<file path="config.mk">
export PLATFORM = sky130hd
export DESIGN_NAME = ysyx_23060208_clint
export DESIGN_NICKNAME = d
export VERILOG_FILES = /design/src/rtl/ysyx_23060208_clint_pkg.sv /design/src/rtl/ysyx_23060208_clint_mtime.sv /design/src/rtl/ysyx_23060208_clint.sv
export SDC_FILE = /design/constraint.sdc
export NUM_CORES = 1
export LEC_CHECK = 0
export CAP_MARGIN = 40
export CORE_MARGIN = 10
export CORE_UTILIZATION = 60
export DETAILED_ROUTE_END_ITERATION = 6
export PLACE_DENSITY = 0.89
export SETUP_SLACK_MARGIN = 0.05
export SYNTH_ARGS = -nofsm -noshare
export SYNTH_HDL_FRONTEND = slang
export SYNTH_SLANG_ARGS = --single-unit
</file>
<file path="constraint.sdc">
create_clock -name clock -period 6.6 [get_ports clock]
set_input_delay 1.32 -clock clock [delete_from_list [all_inputs] [get_ports clock]]
set_output_delay 1.32 -clock clock [all_outputs]
set_load 0.005 [all_outputs]
</file>
<file path="src/rtl/ysyx_23060208_clint_pkg.sv">
// Shared constants, encodings and beat decode for the CLINT AXI read slave.
package ysyx_23060208_clint_pkg;

   localparam logic [31:0] CLINT_BASE        = 32'h0200_0000;
   localparam logic [31:0] CLINT_LIMIT       = 32'h0200_FFFF;
   localparam logic [15:0] MTIME_OFFSET_DEF  = 16'hBFF8;

   localparam logic [1:0]  RESP_OKAY   = 2'b00;
   localparam logic [1:0]  RESP_SLVERR = 2'b10;

   localparam logic [1:0]  BURST_FIXED = 2'b00;
   localparam logic [1:0]  BURST_INCR  = 2'b01;
   localparam logic [1:0]  BURST_WRAP  = 2'b10;

   localparam logic [0:0]  ST_IDLE = 1'b0;
   localparam logic [0:0]  ST_RESP = 1'b1;

   localparam int unsigned MTIME_W = 64;

   typedef struct packed {
      logic [MTIME_W-1:0] data;
      logic [1:0]         resp;
   } beat_t;

   // Only FIXED/INCR beats that land on the mtime doubleword with size <= 8 bytes hit.
   function automatic beat_t beat_decode(input logic [15:0]        addr_lo,
                                         input logic [2:0]         size,
                                         input logic [1:0]         burst,
                                         input logic [MTIME_W-1:0] snap,
                                         input logic [15:0]        offs);
      beat_t b;
      logic  hit;
      hit = ((burst == BURST_FIXED) || (burst == BURST_INCR))
            && (addr_lo[15:3] == offs[15:3])
            && (size <= 3'd3);
      b.data = hit ? snap : '0;
      b.resp = hit ? RESP_OKAY : RESP_SLVERR;
      return b;
   endfunction

endpackage

</file>
<file path="src/rtl/ysyx_23060208_clint_mtime.sv">
// Free-running 64-bit mtime counter; optional tick divider under CLINT_PRESCALE_EN.
module ysyx_23060208_clint_mtime
   import ysyx_23060208_clint_pkg::*;
#(
   parameter int unsigned PRESCALE = 1
) (
   input  logic               clock,
   input  logic               reset,
   output logic [MTIME_W-1:0] mtime
);

   if ((PRESCALE < 1) || (PRESCALE > 65535)) begin : g_prescale_range
      $error("PRESCALE must be within 1..65535");
   end

   logic [MTIME_W-1:0] mtime_q, mtime_d;

`ifdef CLINT_PRESCALE_EN
   logic [15:0] pre_q, pre_d;
   logic        tick_c;

   // mtime advances only on the cycle the divider wraps back to 0
   always_comb begin
      tick_c  = (pre_q == 16'(PRESCALE - 1));
      pre_d   = tick_c ? 16'd0 : (pre_q + 16'd1);
      mtime_d = tick_c ? (mtime_q + MTIME_W'(1)) : mtime_q;
   end

   always_ff @(posedge clock or negedge reset) begin
      if (!reset) pre_q <= 16'd0;
      else        pre_q <= pre_d;
   end
`else
   always_comb begin
      mtime_d = mtime_q + MTIME_W'(1);
   end
`endif

   always_ff @(posedge clock or negedge reset) begin
      if (!reset) mtime_q <= '0;
      else        mtime_q <= mtime_d;
   end

   assign mtime = mtime_q;

endmodule

</file>
<file path="src/rtl/ysyx_23060208_clint.sv">
// CLINT: AXI4 read-only slave returning a per-transaction mtime snapshot.
// Optional mtime prescaler enabled by defining CLINT_PRESCALE_EN.
module ysyx_23060208_clint
   import ysyx_23060208_clint_pkg::*;
#(
   parameter int unsigned DATA_WIDTH   = 32,
   parameter int unsigned ADDR_WIDTH   = 32,
   parameter logic [15:0] MTIME_OFFSET = MTIME_OFFSET_DEF,
   parameter int unsigned PRESCALE     = 1
) (
   input  logic                    clock,
   input  logic                    reset,
   output logic                    clint_arready,
   input  logic                    clint_arvalid,
   input  logic [ADDR_WIDTH-1:0]   clint_araddr,
   input  logic [3:0]              clint_arid,
   input  logic [7:0]              clint_arlen,
   input  logic [2:0]              clint_arsize,
   input  logic [1:0]              clint_arburst,
   input  logic                    clint_rready,
   output logic                    clint_rvalid,
   output logic [1:0]              clint_rresp,
   output logic [DATA_WIDTH*2-1:0] clint_rdata,
   output logic                    clint_rlast,
   output logic [3:0]              clint_rid
);

   localparam int unsigned RDATA_W = DATA_WIDTH * 2;

   logic [MTIME_W-1:0] mtime;

   ysyx_23060208_clint_mtime #(.PRESCALE(PRESCALE)) u_mtime (
      .clock (clock),
      .reset (reset),
      .mtime (mtime)
   );

   logic [0:0]            state_q,   state_d;
   logic                  arready_q, arready_d;
   logic                  rvalid_q,  rvalid_d;
   logic [3:0]            id_q,      id_d;
   logic [7:0]            len_q,     len_d;
   logic [2:0]            size_q,    size_d;
   logic [1:0]            burst_q,   burst_d;
   logic [7:0]            cnt_q,     cnt_d;
   logic [ADDR_WIDTH-1:0] addr_q,    addr_d;
   logic [MTIME_W-1:0]    snap_q,    snap_d;
   logic [RDATA_W-1:0]    rdata_q,   rdata_d;
   logic [1:0]            rresp_q,   rresp_d;
   logic                  rlast_q,   rlast_d;
   logic [ADDR_WIDTH-1:0] nxt_addr_c;
   beat_t                 beat_c;

   // Next-state, beat advance and registered R-channel payload
   always_comb begin
      state_d    = state_q;
      arready_d  = arready_q;
      rvalid_d   = rvalid_q;
      id_d       = id_q;
      len_d      = len_q;
      size_d     = size_q;
      burst_d    = burst_q;
      cnt_d      = cnt_q;
      addr_d     = addr_q;
      snap_d     = snap_q;
      rdata_d    = rdata_q;
      rresp_d    = rresp_q;
      rlast_d    = rlast_q;
      nxt_addr_c = (burst_q == BURST_INCR) ? (addr_q + (ADDR_WIDTH'(1) << size_q)) : addr_q;
      beat_c     = '0;

      case (state_q)
         ST_IDLE: begin
            arready_d = 1'b1;
            if (clint_arvalid && arready_q) begin
               beat_c    = beat_decode(clint_araddr[15:0], clint_arsize, clint_arburst,
                                       mtime, MTIME_OFFSET);
               state_d   = ST_RESP;
               arready_d = 1'b0;
               rvalid_d  = 1'b1;
               id_d      = clint_arid;
               len_d     = clint_arlen;
               size_d    = clint_arsize;
               burst_d   = clint_arburst;
               cnt_d     = 8'd0;
               addr_d    = clint_araddr;
               snap_d    = mtime;
               rdata_d   = RDATA_W'(beat_c.data);
               rresp_d   = beat_c.resp;
               rlast_d   = (clint_arlen == 8'd0);
            end
         end
         ST_RESP: begin
            arready_d = 1'b0;
            if (clint_rready) begin
               if (cnt_q == len_q) begin
                  state_d   = ST_IDLE;
                  arready_d = 1'b1;
                  rvalid_d  = 1'b0;
                  rdata_d   = '0;
                  rresp_d   = RESP_OKAY;
                  rlast_d   = 1'b0;
               end else begin
                  beat_c  = beat_decode(nxt_addr_c[15:0], size_q, burst_q, snap_q, MTIME_OFFSET);
                  cnt_d   = cnt_q + 8'd1;
                  addr_d  = nxt_addr_c;
                  rdata_d = RDATA_W'(beat_c.data);
                  rresp_d = beat_c.resp;
                  rlast_d = ((cnt_q + 8'd1) == len_q);
               end
            end
         end
         default: begin
            state_d   = ST_IDLE;
            arready_d = 1'b0;
            rvalid_d  = 1'b0;
         end
      endcase
   end

   always_ff @(posedge clock or negedge reset) begin
      if (!reset) begin
         state_q   <= ST_IDLE;
         arready_q <= 1'b0;
         rvalid_q  <= 1'b0;
         id_q      <= '0;
         len_q     <= '0;
         size_q    <= '0;
         burst_q   <= '0;
         cnt_q     <= '0;
         addr_q    <= '0;
         snap_q    <= '0;
         rdata_q   <= '0;
         rresp_q   <= '0;
         rlast_q   <= 1'b0;
      end else begin
         state_q   <= state_d;
         arready_q <= arready_d;
         rvalid_q  <= rvalid_d;
         id_q      <= id_d;
         len_q     <= len_d;
         size_q    <= size_d;
         burst_q   <= burst_d;
         cnt_q     <= cnt_d;
         addr_q    <= addr_d;
         snap_q    <= snap_d;
         rdata_q   <= rdata_d;
         rresp_q   <= rresp_d;
         rlast_q   <= rlast_d;
      end
   end

   assign clint_arready = arready_q;
   assign clint_rvalid  = rvalid_q;
   assign clint_rid     = id_q;
   assign clint_rdata   = rdata_q;
   assign clint_rresp   = rresp_q;
   assign clint_rlast   = rlast_q;

endmodule

</file>
======== Word level (Yosys, flattened, before mapping) ========
Cells that the tools add are included.
word-level totals
  register bits ........................... 255
  bits in latches ......................... 0
  bits in writable memories ............... 0
  bits in read-only memories .............. 0
  input port bits ......................... 53
  word-level logic and storage cells ...... 85
  memories ................................ 0
cells by class
  add/sub/neg operators ................... 3
  $mul .................................... 0
  divide/modulo/power cells ............... 0
  order comparisons ....................... 2
  equality and inequality tests ........... 11
  shifts and indexed selects .............. 1
  mux-type cells .......................... 37
  bitwise logic cells ..................... 1
  reduce and logical (&&, ||, !) cells .... 15
operators by type and width
  operator                                                        number
  2-to-1 mux 64 bit                                               5
  2-to-1 mux 32 bit                                               4
  case mux 64 bit (2 select lines)                                1
  adder 64 x 1 -> 64 bit, second input constant                   1
  case mux 32 bit (2 select lines)                                1
  adder 32 bit                                                    1
  << shifter 1 x 3 -> 32 bit, first input constant                1
  == test 13 bit, second input constant                           2
  2-to-1 mux 8 bit                                                3
  == test 8 bit                                                   2
  case mux 8 bit (2 select lines)                                 1
  2-to-1 mux 1 bit                                                12
  2-to-1 mux 2 bit                                                5
  adder 8 x 1 -> 8 bit, second input constant                     1
  logical NOT 8 bit                                               1
  case mux 1 bit (2 select lines)                                 4
  less-or-equal comparator 3 x 2 -> 1 bit, second input constant  2
  inequality test 2 bit, second input constant                    3
  AND reduction 3 bit                                             2
  logical AND 1 bit                                               5
  == test 2 x 1 -> 1 bit, second input constant                   2
  logical NOT 2 bit                                               2
  inequality test 2 x 1 -> 1 bit, second input constant           2
  case mux 2 bit (2 select lines)                                 1
  4 further kinds                                                 6

======== Longest topological paths before layout ========
Gate-level depths: netlist of the first run.
  depth in word-level cells ............... 10
  gate-level depth with buffers ........... 13
  depth with buffers taken out ............ 10

======== Hierarchy ========
Synthesis of the first run repeated with hierarchy kept, for this count alone.
second synthesis, totals
  cell total of the unflattened synthesis .. 1302
  area total of the unflattened synthesis .. 12238.0 sq um
by module, submodules not included
  module                     times used  cells an instance  area each (sq um)
  ysyx_23060208_clint        1           1029               9242.6
  ysyx_23060208_clint_mtime  1           273                2995.4

======== Worst setup path after synthesis of the first run ========
Ideal clock, no wire load.
  kind .................................... register -> register
  start point ............................. reg size_q[1]
  end point ............................... reg rdata_q[13] (netlist: clint_rdata[13])
  library setup time ...................... 0.092 ns
  arrival time ............................ 3.093 ns
  required time ........................... 6.508 ns
  slack ................................... 3.415 ns
  cell stages (with the launch flop) ...... 12
  period minus slack after synthesis ...... 3.185 ns
  cell sequence ........................... dfrtp_1 buf_2 or3b_2 fa_1 and2b_1 o211ai_2 a31oi_4 mux2i_1 or4_4 buf_6 buf_6 o31ai_2
between the ends
  word-level cells in the longest chain between the ends .. 10
ends and longest elaborated chain
  item                                line                           source
  from (decl)                         ysyx_23060208_clint.sv:43      logic [2:0] size_q, size_d;
  from (signal assigned)              ysyx_23060208_clint.sv:142     size_q <= size_d;
  << shifter 1 x 3 -> 32 bit          ysyx_23060208_clint.sv:69      nxt_addr_c = (burst_q == BURST_INCR) ? (addr_q + (ADDR_WIDTH'(1) << size_q)) : addr_q;
  adder 32 bit                        ysyx_23060208_clint.sv:69
  2-to-1 mux 32 bit                   ysyx_23060208_clint.sv:69
  == test 13 bit                      ysyx_23060208_clint_pkg.sv:34  && (addr_lo[15:3] == offs[15:3])
  logical AND 1 bit                   ysyx_23060208_clint_pkg.sv:34
  logical AND 1 bit *                 ysyx_23060208_clint_pkg.sv:35  && (size <= 3'd3);
  2-to-1 mux 64 bit *                 ysyx_23060208_clint_pkg.sv:36  b.data = hit ? snap : '0;
  2-to-1 mux 64 bit *                 ysyx_23060208_clint.sv:96      if (cnt_q == len_q) begin
  2-to-1 mux 64 bit *                 ysyx_23060208_clint.sv:95      if (clint_rready) begin
  case mux 64 bit (2 select lines) *  ysyx_23060208_clint.sv:72      case (state_q)
  to (signal assigned)                ysyx_23060208_clint.sv:147     rdata_q <= rdata_d;
  to (decl)                           ysyx_23060208_clint.sv:48      logic [RDATA_W-1:0] rdata_q, rdata_d;
Every way passes the cells marked *; elsewhere a longest branch is shown, timed or not. The select of a mux whose other input is x is not followed.
A chain may end at the register's enable or synchronous reset.

======== Worst setup path after layout of the first run ========
  start point ............................. in clint_arvalid
  end point ............................... reg rresp_q[1] (netlist: clint_rresp[1])
between the ends
  word-level cells in the longest chain between the ends .. 3
ends and longest elaborated chain
  item                             line                        source
  from (decl)                      ysyx_23060208_clint.sv:14   input logic clint_arvalid,
  logical AND 1 bit                ysyx_23060208_clint.sv:75   if (clint_arvalid && arready_q) begin
  inequality test 2 bit (no line)  --
  AND reduction 2 bit (no line)    --
  to (signal assigned)             ysyx_23060208_clint.sv:148  rresp_q <= rresp_d;
  to (decl)                        ysyx_23060208_clint.sv:49   logic [1:0] rresp_q, rresp_d;
No other way between the ends.

==> flow_summary.yaml, run 1 <==
layout:
  fin_area_um2: 13800
  syn2layout_area_growth_pct: 17.5
  layout.nets: 1330
  drive_gt1_frac: 0.102
  multi_input_area_um2: 5350
  diodes: 0
  fin_cells: 1551
  fillers: 1360
  regArea_um2: 5960
die:
  core_um2: 19300
  std_cell_rows: 51
  die-area_um2: 25600
  die_y_um: 160
  ios: 126
  fp.dieW_um: 160
  initial_core_util: 0.607
detailed_routing:
  firstDrtPassIters: 6
  viasPerCell: 6.20
  route.detailed.drc: 0
  drt-total-wl_um: 30400
  drtIter0Drc: 926
  postRouteAntennaNets: 0
  wl_per_cell_um: 19.6
  dr_total_vias: 9621
worst_setup_path:
  crit_family: "simple AND/OR/NAND/NOR gates"
  cp_cell_sequence: "clkdlybuf4s50_1, nand3b_1, or2_2, nor4_2, buf_4, o21bai_1, nand2_1, o21ba_2"
  max_stage_delay_ps: 680
  reg2regPathDepth: 9
  cp.arrival_ps: 4260
  cp_max_fo: 65
  r2r_slack_ps: 2760
  cp-end-kind: "flip-flop"
  path_class: "in -> reg"
  path_buf_inv: 2
  worst-path-stages: 8
  slowest_stage: "buf_4"
  startpoint_type: "primary input"
  worst-endpoint-required_ps: 7020
clocking:
  cts_hold_buf: 0
  cts.repair.resized: 0
  cts_setup_buffers: 0
  clk_path_buf_depth: 3
  cts_buffers: 25
  tritoncts: "yes"
  clkSinkCount: 238
  clock-root-buffer: "clkbuf_16"
  clk_latency_ps: 540
  path_clk_slew_ps: 60
  cts-htree-levels: 1
yosys:
  ys_async_sr_fraction: 1.00
  synth-seq-cells: 238
  yosysWarnings: 0
  syn_avg_cell_area_um2: 9.74
  seq_area_frac_synth: 0.507
  synth_nets: 1269
  synthesis.area_um2: 11700
  synth_edf_count: 0
  synthCells: 1206
  synth_ff_type: "dfrtp_1"
  ys_types: 72
timing:
  tns_ps: 0
  whs_ps: 474
  final_hold_viol_count: 0
  skew_ps: 19.4
  drv_slew: 0
  tightest_slew_ps: 881
  fin_crit_sh: 0.583
  setup_violations: 0
  slew_headroom: 0.411
  fmax_mhz: 260
  period_needed_ps: 3850
  rsz0062_at_grt: "false"
min_path:
  hold_depth: 2
  hp-class: "reg -> reg"
grt:
  grt_pass1_wl_um: 50200
  grt_overflow_total: 0
  antenna_found_initial: 0
  grt_util_met2: 0.402
  grtUsageTotal: 0.230
  grt-busiest-layer: "met2"
  use_met1: 0.285
  grt_pass1_vias: 9878
  groute.layer.met3.usage: 0.0375
  grt_max_degree: 154
job:
  maxCapViolations: 0
power_and_ir_drop:
  ir_drop_mv: 0.289
  pwr_density_cell_nw_per_um2: 326
  fin_total_pwr_uw: 4490
  leakagePower_uw: 0.00612
placed_design:
  placed_area_um2: 12900
  dp_hpwl_um: 18800
  gp_congestion: 0.922
  io_buffer_count: 108
  placed_cells: 1505
run_status:
  status: "complete, no violations"
==> metrics by stage <==
step / util / worst slack (ps)
6_report: 0.713 / 2750
5_1_grt: 0.713 / 2560
4_1_cts: 0.713 / 2790
3_5_place_dp: 0.669 / 2300
3_3_place_gp: 0.666 / 2310
2_1_floorplan: - / 3420
==> cell usage after synthesis (all sizes together), types with 2 or more instances <==
library cell  instances  area share
buf                  19       0.012
ha                    9      0.0096
nor3b                 4      0.0026
or2                   2      0.0011
and3b                 3      0.0023
dfrtp               238        0.51
clkbuf               68       0.022
o211ai                3      0.0023
o21ai                27       0.012
nor2b                 5      0.0027
a211oi                2      0.0013
a21oi                20      0.0088
or3                   5      0.0027
and4                  4      0.0030
a2111oi               2      0.0020
nand3b                3      0.0022
o22ai                 7      0.0037
and3                 28       0.015
nand3               104       0.044
o31ai                66       0.064
a22oi                68       0.043
xor2                 24       0.018
nor2                 24      0.0079
nand2b                5      0.0027
o221a                 2      0.0019
a311o                 2      0.0017
xnor2                56       0.042
nor3                 12      0.0061
a31oi                 8      0.0055
a21o                  2      0.0013
and2                  6      0.0032
mux2i                 6      0.0051
or4                   4      0.0029
nand2               299       0.096
a211o                 2      0.0015
nand4b                2      0.0015
nand4                21       0.011
o311ai                3      0.0037
nor4                 12      0.0095
inv                  15      0.0048
==> final cells by class <==
cell class                      instances  area share
Clock inverter                         13      0.0118
Timing Repair Buffer                  121      0.0900
Multi-Input combinational cell        866       0.388
Tap cell                              265      0.0240
Clock buffer                           33      0.0504
Inverter                               15     0.00408
Sequential cell                       238       0.432
==> routing by layer <==
layer,routed length [um],share of wire,vias to the layer above
met5,0,0,-
met4,805,0.027,0
met3,1910,0.063,68
met2,15300,0.50,368
met1,12300,0.41,4814
li1,-,-,4371
==> worst reg2reg max path, delay by kind of cell, from the launching register on <==
| family | cells | cell delay (ps) |
|---|---|---|
| AOI/OAI and AO/OA | 3 | 690 |
| adders and majority gates | 1 | 440 |
| buffers and inverters | 1 | 330 |
| DFF | 1 | 560 |
| muxes | 1 | 100 |
| and+or+nand+nor | 3 | 1640 |
==> state kept, by name (all words and copies together) (netlist names) <==
name / flops
clint_rlast: 1
clint_rresp: 1
clint_rvalid: 1
u_mtime.mtime: 64
state_q: 1
clint_rdata: 64
clint_arready: 1
snap_q: 64
burst_q: 2
size_q: 3
len_q: 8
clint_rid: 4
cnt_q: 8
addr_q: 16
==> report_power, final <==
part / total (uW) / internal, uW / switching [uW]
Clock: 1460 / 864 / 595
Combinational: 1280 / 418 / 859
Sequential: 1760 / 1590 / 169
==> placed cells by master, fill, tap and decap left out, types with 16 or more instances in the layout <==
cell / n
o31ai_2: 50
and3_1: 27
clkdlybuf4s50_1: 107
a22oi_1: 68
a21oi_1: 19
clkbuf_16: 25
o21ai_0: 27
o31ai_1: 16
nand2_1: 299
nor2_1: 22
xnor2_1: 56
nand3_1: 104
nand4_1: 21
xor2_1: 24
dfrtp_1: 238
==> path summary, 6_finish.rpt <==
kind | from | to
hold reg to reg | clint_rid[0] | clint_rid[0]
min in group asynchronous | reset | clint_rdata[8]
setup / recovery | clint_arvalid | clint_rresp[1]
hold / removal | clint_rid[0] | clint_rid[0]
max in group asynchronous | reset | clint_rdata[63]
setup reg to reg | size_q[0] | clint_rdata[0]
==> kinds of logic after synthesis <==
kind of cell,Yosys count,synth area share
compound gates,223,0.159
xor+xnor,80,0.0597
fa+ha+maj,10,0.0113
buf+inv,102,0.0387
flops,238,0.507
mux,7,0.00607
other cells,1,0.000319
simple gates,545,0.218
Power figures use the tool's default switching activity.
==> run 2: changes to the inputs <==
- CORE_UTILIZATION: 60 -> 52
- PLACE_DENSITY: 0.89 -> 0.82
- clock period: 6.6 -> 3.29 ns (I/O delays scaled with it)
==> run 2 against run 1 <==
Sequential share of layout area decreased by 2.9 points. Count of clock-buffer cells in the layout increased by 1. Combinational power increased by 140%. Worst hold slack got worse by 340 ps. Die area increased by 13%. Utilization decreased by 4.2 points. Routed wire length increased by 9.1%. Largest power group unchanged. Highest routed layer unchanged.
==> flow_summary.yaml, run 2 (synthesized netlist as in run 1, its figures left out) <==
run_status:
  status: "complete, no violations"
grt:
  grtUsageTotal: 0.222
  grt_overflow_total: 0
  antenna_found_initial: 0
  grt_pass1_vias: 10000
  grt_max_degree: 89
  grt_pass1_wl_um: 53100
timing:
  final_hold_viol_count: 0
  drv_slew: 0
  tightest_slew_ps: 766
  setup_violations: 0
  fmax_mhz: 313
  skew_ps: 23.9
  tns_ps: 0
  fin_ws_ps: 92.5
  whs_ps: 139
  slew_headroom: 0.490
  period_needed_ps: 3200
  rsz0062_at_grt: "true"
  fin_crit_sh: 0.972
detailed_routing:
  firstDrtPassIters: 5
  wl_met1_um: 13700
  drt-total-wl_um: 33100
  route.detailed.drc: 0
  drtIter0Drc: 855
  wl_per_cell_um: 20.7
  highest_layer: "met4"
  route.met2.wl_um: 16800
  viasPerCell: 6.09
  postRouteAntennaNets: 0
  dr_total_vias: 9758
  met3WireLength_um: 1900
die:
  die_y_um: 170
  initial_core_util: 0.533
  die-area_um2: 29000
  core_um2: 22000
  fp.dieW_um: 170
  std_cell_rows: 54
  ios: 126
worst_setup_path:
  cp.arrival_ps: 3630
  startpoint_type: "flip-flop"
  cp-end-kind: "flip-flop"
  worst-endpoint-required_ps: 3730
  path_class: "reg -> reg"
  cp_max_fo: 6
layout:
  layout.nets: 1365
  syn2layout_area_growth_pct: 25.9
  drive_gt1_frac: 0.144
  diodes: 0
  fin_util: 0.671
  fin_cells: 1602
  final_cell_mix: "nand2_1 (299), dfrtp_1 (238), clkdlybuf4s50_1 (107)"
  final_common_cell: "nand2_1"
clocking:
  clk_latency_ps: 550
  path_clk_slew_ps: 60
  clk_path_buf_depth: 3
  clock-root-buffer: "clkbuf_16"
  cts_buffers: 26
  cts-htree-levels: 1
  cts_hold_buf: 0
  tritoncts: "yes"
  clkSinkCount: 238
placed_design:
  io_buffer_count: 108
  gp_congestion: 0.900
  dp_hpwl_um: 19600
  placed_cells: 1538
  place_ws_ps: -11.3
job:
  maxCapViolations: 0
min_path:
  hp-class: "in -> async"
power_and_ir_drop:
  pwr_density_cell_nw_per_um2: 646
  leakagePower_uw: 0.00644
  ir_drop_mv: 0.621
run 2: cell count changes in the layout (fill, tap and decap cells not counted), moves of 6 or more:
cell / previous run / this run
o31ai_4: 0 / 37
o31ai_2: 50 / 26
buf_4: 9 / 28
o31ai_1: 16 / 3
buf_12: 3 / 9
run 2: report_power, final:
part           switching [uW]  internal, uW
Clock                    1230          1820
Sequential                294          3190
Combinational            1950          1070
run 2: area by class of cell:
class | instances | area [um^2]
Tap cell | 280 | 350
Inverter | 15 | 56.3
Clock buffer | 34 | 701
Clock inverter | 14 | 193
Sequential cell | 238 | 5960
Timing Repair Buffer | 155 | 1700
Fill cell | 1631 | 7240
Multi-Input combinational cell | 866 | 5830
run 2: routing by layer:
| layer | global-route usage | vias up |
|---|---|---|
| li1 | - | 4447 |
| met1 | 0.287 | 4902 |
| met2 | 0.377 | 357 |
| met3 | 0.0338 | 52 |
| met4 | 0.0664 | 0 |
| met5 | 0 | - |
run 2: worst max-delay path, cell delays in order, from the launching register on:
cell	delay, ps
dfrtp_1	420
or3b_4	430
fa_2	380
and2b_2	300
o211ai_4	130
a31oi_4	220
mux2i_1	100
or4_4	550
buf_12	190
buf_16	150
o31ai_4	230
run 2: path summary, 6_finish.rpt:
path                       startpoint               to  slack (ps)  depth (start not counted)
min in group clock         snap_q[53]       snap_q[53]         480                          2
max                         size_q[2]  clint_rdata[53]          90                         10
min                             reset        snap_q[8]         140                          1
max reg2reg                 size_q[2]  clint_rdata[53]          90                         10
min reg2reg                snap_q[53]       snap_q[53]         480                          2
max in group asynchronous       reset  clint_rdata[50]        2310                          2
run 2: through the flow:
stage / power (uW) / instance area (um^2)
global route: 10000 / 14800
finish: 9550 / 14800
floorplan: 5290 / 11700
CTS: 9400 / 14400
global placement: 6180 / 13100
detailed placement: 6240 / 13100
run 2: timing repair:
item,4_1_cts,5_1_grt
gates resized for setup,28,51
endpoints found under the setup margin,65,65
buffers inserted,8,2
endpoints found under the hold margin,0,0
cloned,5,2
pin swaps,10,33
==> run 3: changes to the inputs <==
- PLACE_DENSITY: 0.82 -> not set
- PLACE_DENSITY_LB_ADDON: not set -> 0.25
==> run 3 against run 2 <==
Total power decreased by 1.3%. Flip-flop and latch count unchanged. Sequential power about the same. Worst hold slack lost 20 ps. Fmax decreased by 1.5%.
==> flow_summary.yaml, run 3 (synthesized netlist as in run 1, its figures left out) <==
run_status:
  status: "complete, no violations"
timing:
  fin_ws_ps: 43.5
  drv_slew: 0
  whs_ps: 118
  rsz0062_at_grt: "true"
  final_hold_viol_count: 0
  fmax_mhz: 308
  tightest_slew_ps: 643
  fin_crit_sh: 0.987
  skew_ps: 6.30
  period_needed_ps: 3250
  slew_headroom: 0.571
  setup_violations: 0
worst_setup_path:
  cp.arrival_ps: 3680
  startpoint_type: "flip-flop"
  r2r_slack_ps: 40
  timing.rr.end: "clint_rdata[36]"
  cp-end-kind: "flip-flop"
  crit_start: "size_q[2]"
  path_class: "reg -> reg"
  crit_end: "clint_rdata[36]"
  cp_max_fo: 12
  r2r-start: "size_q[2]"
  worst-endpoint-required_ps: 3720
  reg2regPathDepth: 12
die:
  std_cell_rows: 54
  die-area_um2: 29000
  die_y_um: 170
  fp.dieW_um: 170
  initial_core_util: 0.533
  core_um2: 22000
  ios: 126
grt:
  antenna_found_initial: 0
  grt_pass1_wl_um: 52000
  grtUsageTotal: 0.217
  grt_max_degree: 82
  grt_pass1_vias: 9756
  grt_overflow_total: 0
power_and_ir_drop:
  leakagePower_uw: 0.00644
  ir_drop_mv: 0.405
  pwr_density_cell_nw_per_um2: 648
clocking:
  cts_hold_buf: 0
  cts_buffers: 26
  clk_path_buf_depth: 3
  tritoncts: "yes"
  clk_latency_ps: 530
  clkSinkCount: 238
  clock-root-buffer: "clkbuf_16"
  path_clk_slew_ps: 60
  cts-htree-levels: 1
placed_design:
  gp_congestion: 0.887
  dp_hpwl_um: 19500
  io_buffer_count: 108
  place_ws_ps: -38.1
detailed_routing:
  drtIter0Drc: 759
  wl_per_cell_um: 19.8
  route.detailed.drc: 0
  dr_total_vias: 9533
  drt-total-wl_um: 31800
  viasPerCell: 5.94
  firstDrtPassIters: 5
  postRouteAntennaNets: 0
layout:
  drive_gt1_frac: 0.141
  syn2layout_area_growth_pct: 23.9
  layout.nets: 1370
  diodes: 0
  final_common_cell: "nand2_1"
  fillers: 1727
  final_cell_mix: "nand2_1 (299), dfrtp_1 (238), clkdlybuf4s50_1 (107)"
job:
  maxCapViolations: 0
min_path:
  hp-class: "in -> async"
run 3: changes by cell type in the layout (fill, tap and decap cells not counted), moves of 2 or more:
cell | previous run | this run
buf_4 | 28 | 34
bufinv_16 | 4 | 2
clkbuf_1 | 6 | 8
clkbuf_8 | 2 | 8
clkinv_2 | 5 | 2
clkinvlp_4 | 3 | 0
ha_1 | 5 | 7
ha_2 | 4 | 2
o31ai_1 | 3 | 5
o31ai_2 | 26 | 45
o31ai_4 | 37 | 16
run 3: layout make-up:
class / count / area, um^2 / area share
tap: 280 / 350 / 0.0241
timing repair buffer: 160 / 1720 / 0.119
clock inverter: 4 / 70.1 / 0.00482
multi-input combinational: 866 / 5580 / 0.383
clock buffer: 43 / 816 / 0.0561
inverter: 15 / 56.3 / 0.00387
sequential: 238 / 5960 / 0.409
run 3: power breakdown:
part	leakage, uW	internal [uW]	switching (uW)
Clock	0.000436	1830	1160
Sequential	0.00323	3190	287
Combinational	0.00277	1080	1880
Total	0.00644	6100	3330
run 3: timing repair:
| action | 4_1_cts | 5_1_grt |
|---|---|---|
| buffers inserted | 6 | 4 |
| gates resized for setup | 15 | 33 |
| pin swaps | 2 | 13 |
| cloned | 3 | 2 |
| setup endpoints to repair | 65 | 65 |
run 3: worst min-delay path by stage:
stage,start,endpoint,slack [ps],cells past startpoint
after floorplan,reset,addr_q[0],360,0
after detailed placement,snap_q[52],snap_q[52],460,2
after global routing,reset,u_mtime.mtime[10],160,1
final,reset,u_mtime.mtime[10],120,1
after CTS,reset,u_mtime.mtime[10],140,1
after global placement,snap_q[14],snap_q[14],460,2
run 3: critical path, stage by stage (launching register included):
cell	delay [ps]
dfrtp_1	420
nor3_2	250
ha_2	230
inv_2	40
fa_2	330
and2b_2	280
o311ai_4	150
a31oi_4	220
mux2i_1	90
or4_4	540
buf_4	180
buf_16	160
o31ai_2	250
run 3: through the flow:
step	power, uW	util	instances	setup TNS [ps]	cell area [um^2]
floorplan	5290	-	1206	0	11700
global placement	6240	0.599	1544	0	13200
detailed placement	6290	0.599	1544	-167	13200
CTS	9320	0.648	1600	0	14300
global route	9900	0.661	1606	-1760	14500
finish	9430	0.661	1606	0	14500
run 3: layer usage:
metal / GRT usage / share of wire / vias up
li1: - / - / 4450
met1: 0.286 / 0.43 / 4729
met2: 0.364 / 0.49 / 311
met3: 0.0375 / 0.062 / 43
met4: 0.0561 / 0.018 / 0
met5: 0 / 0 / -
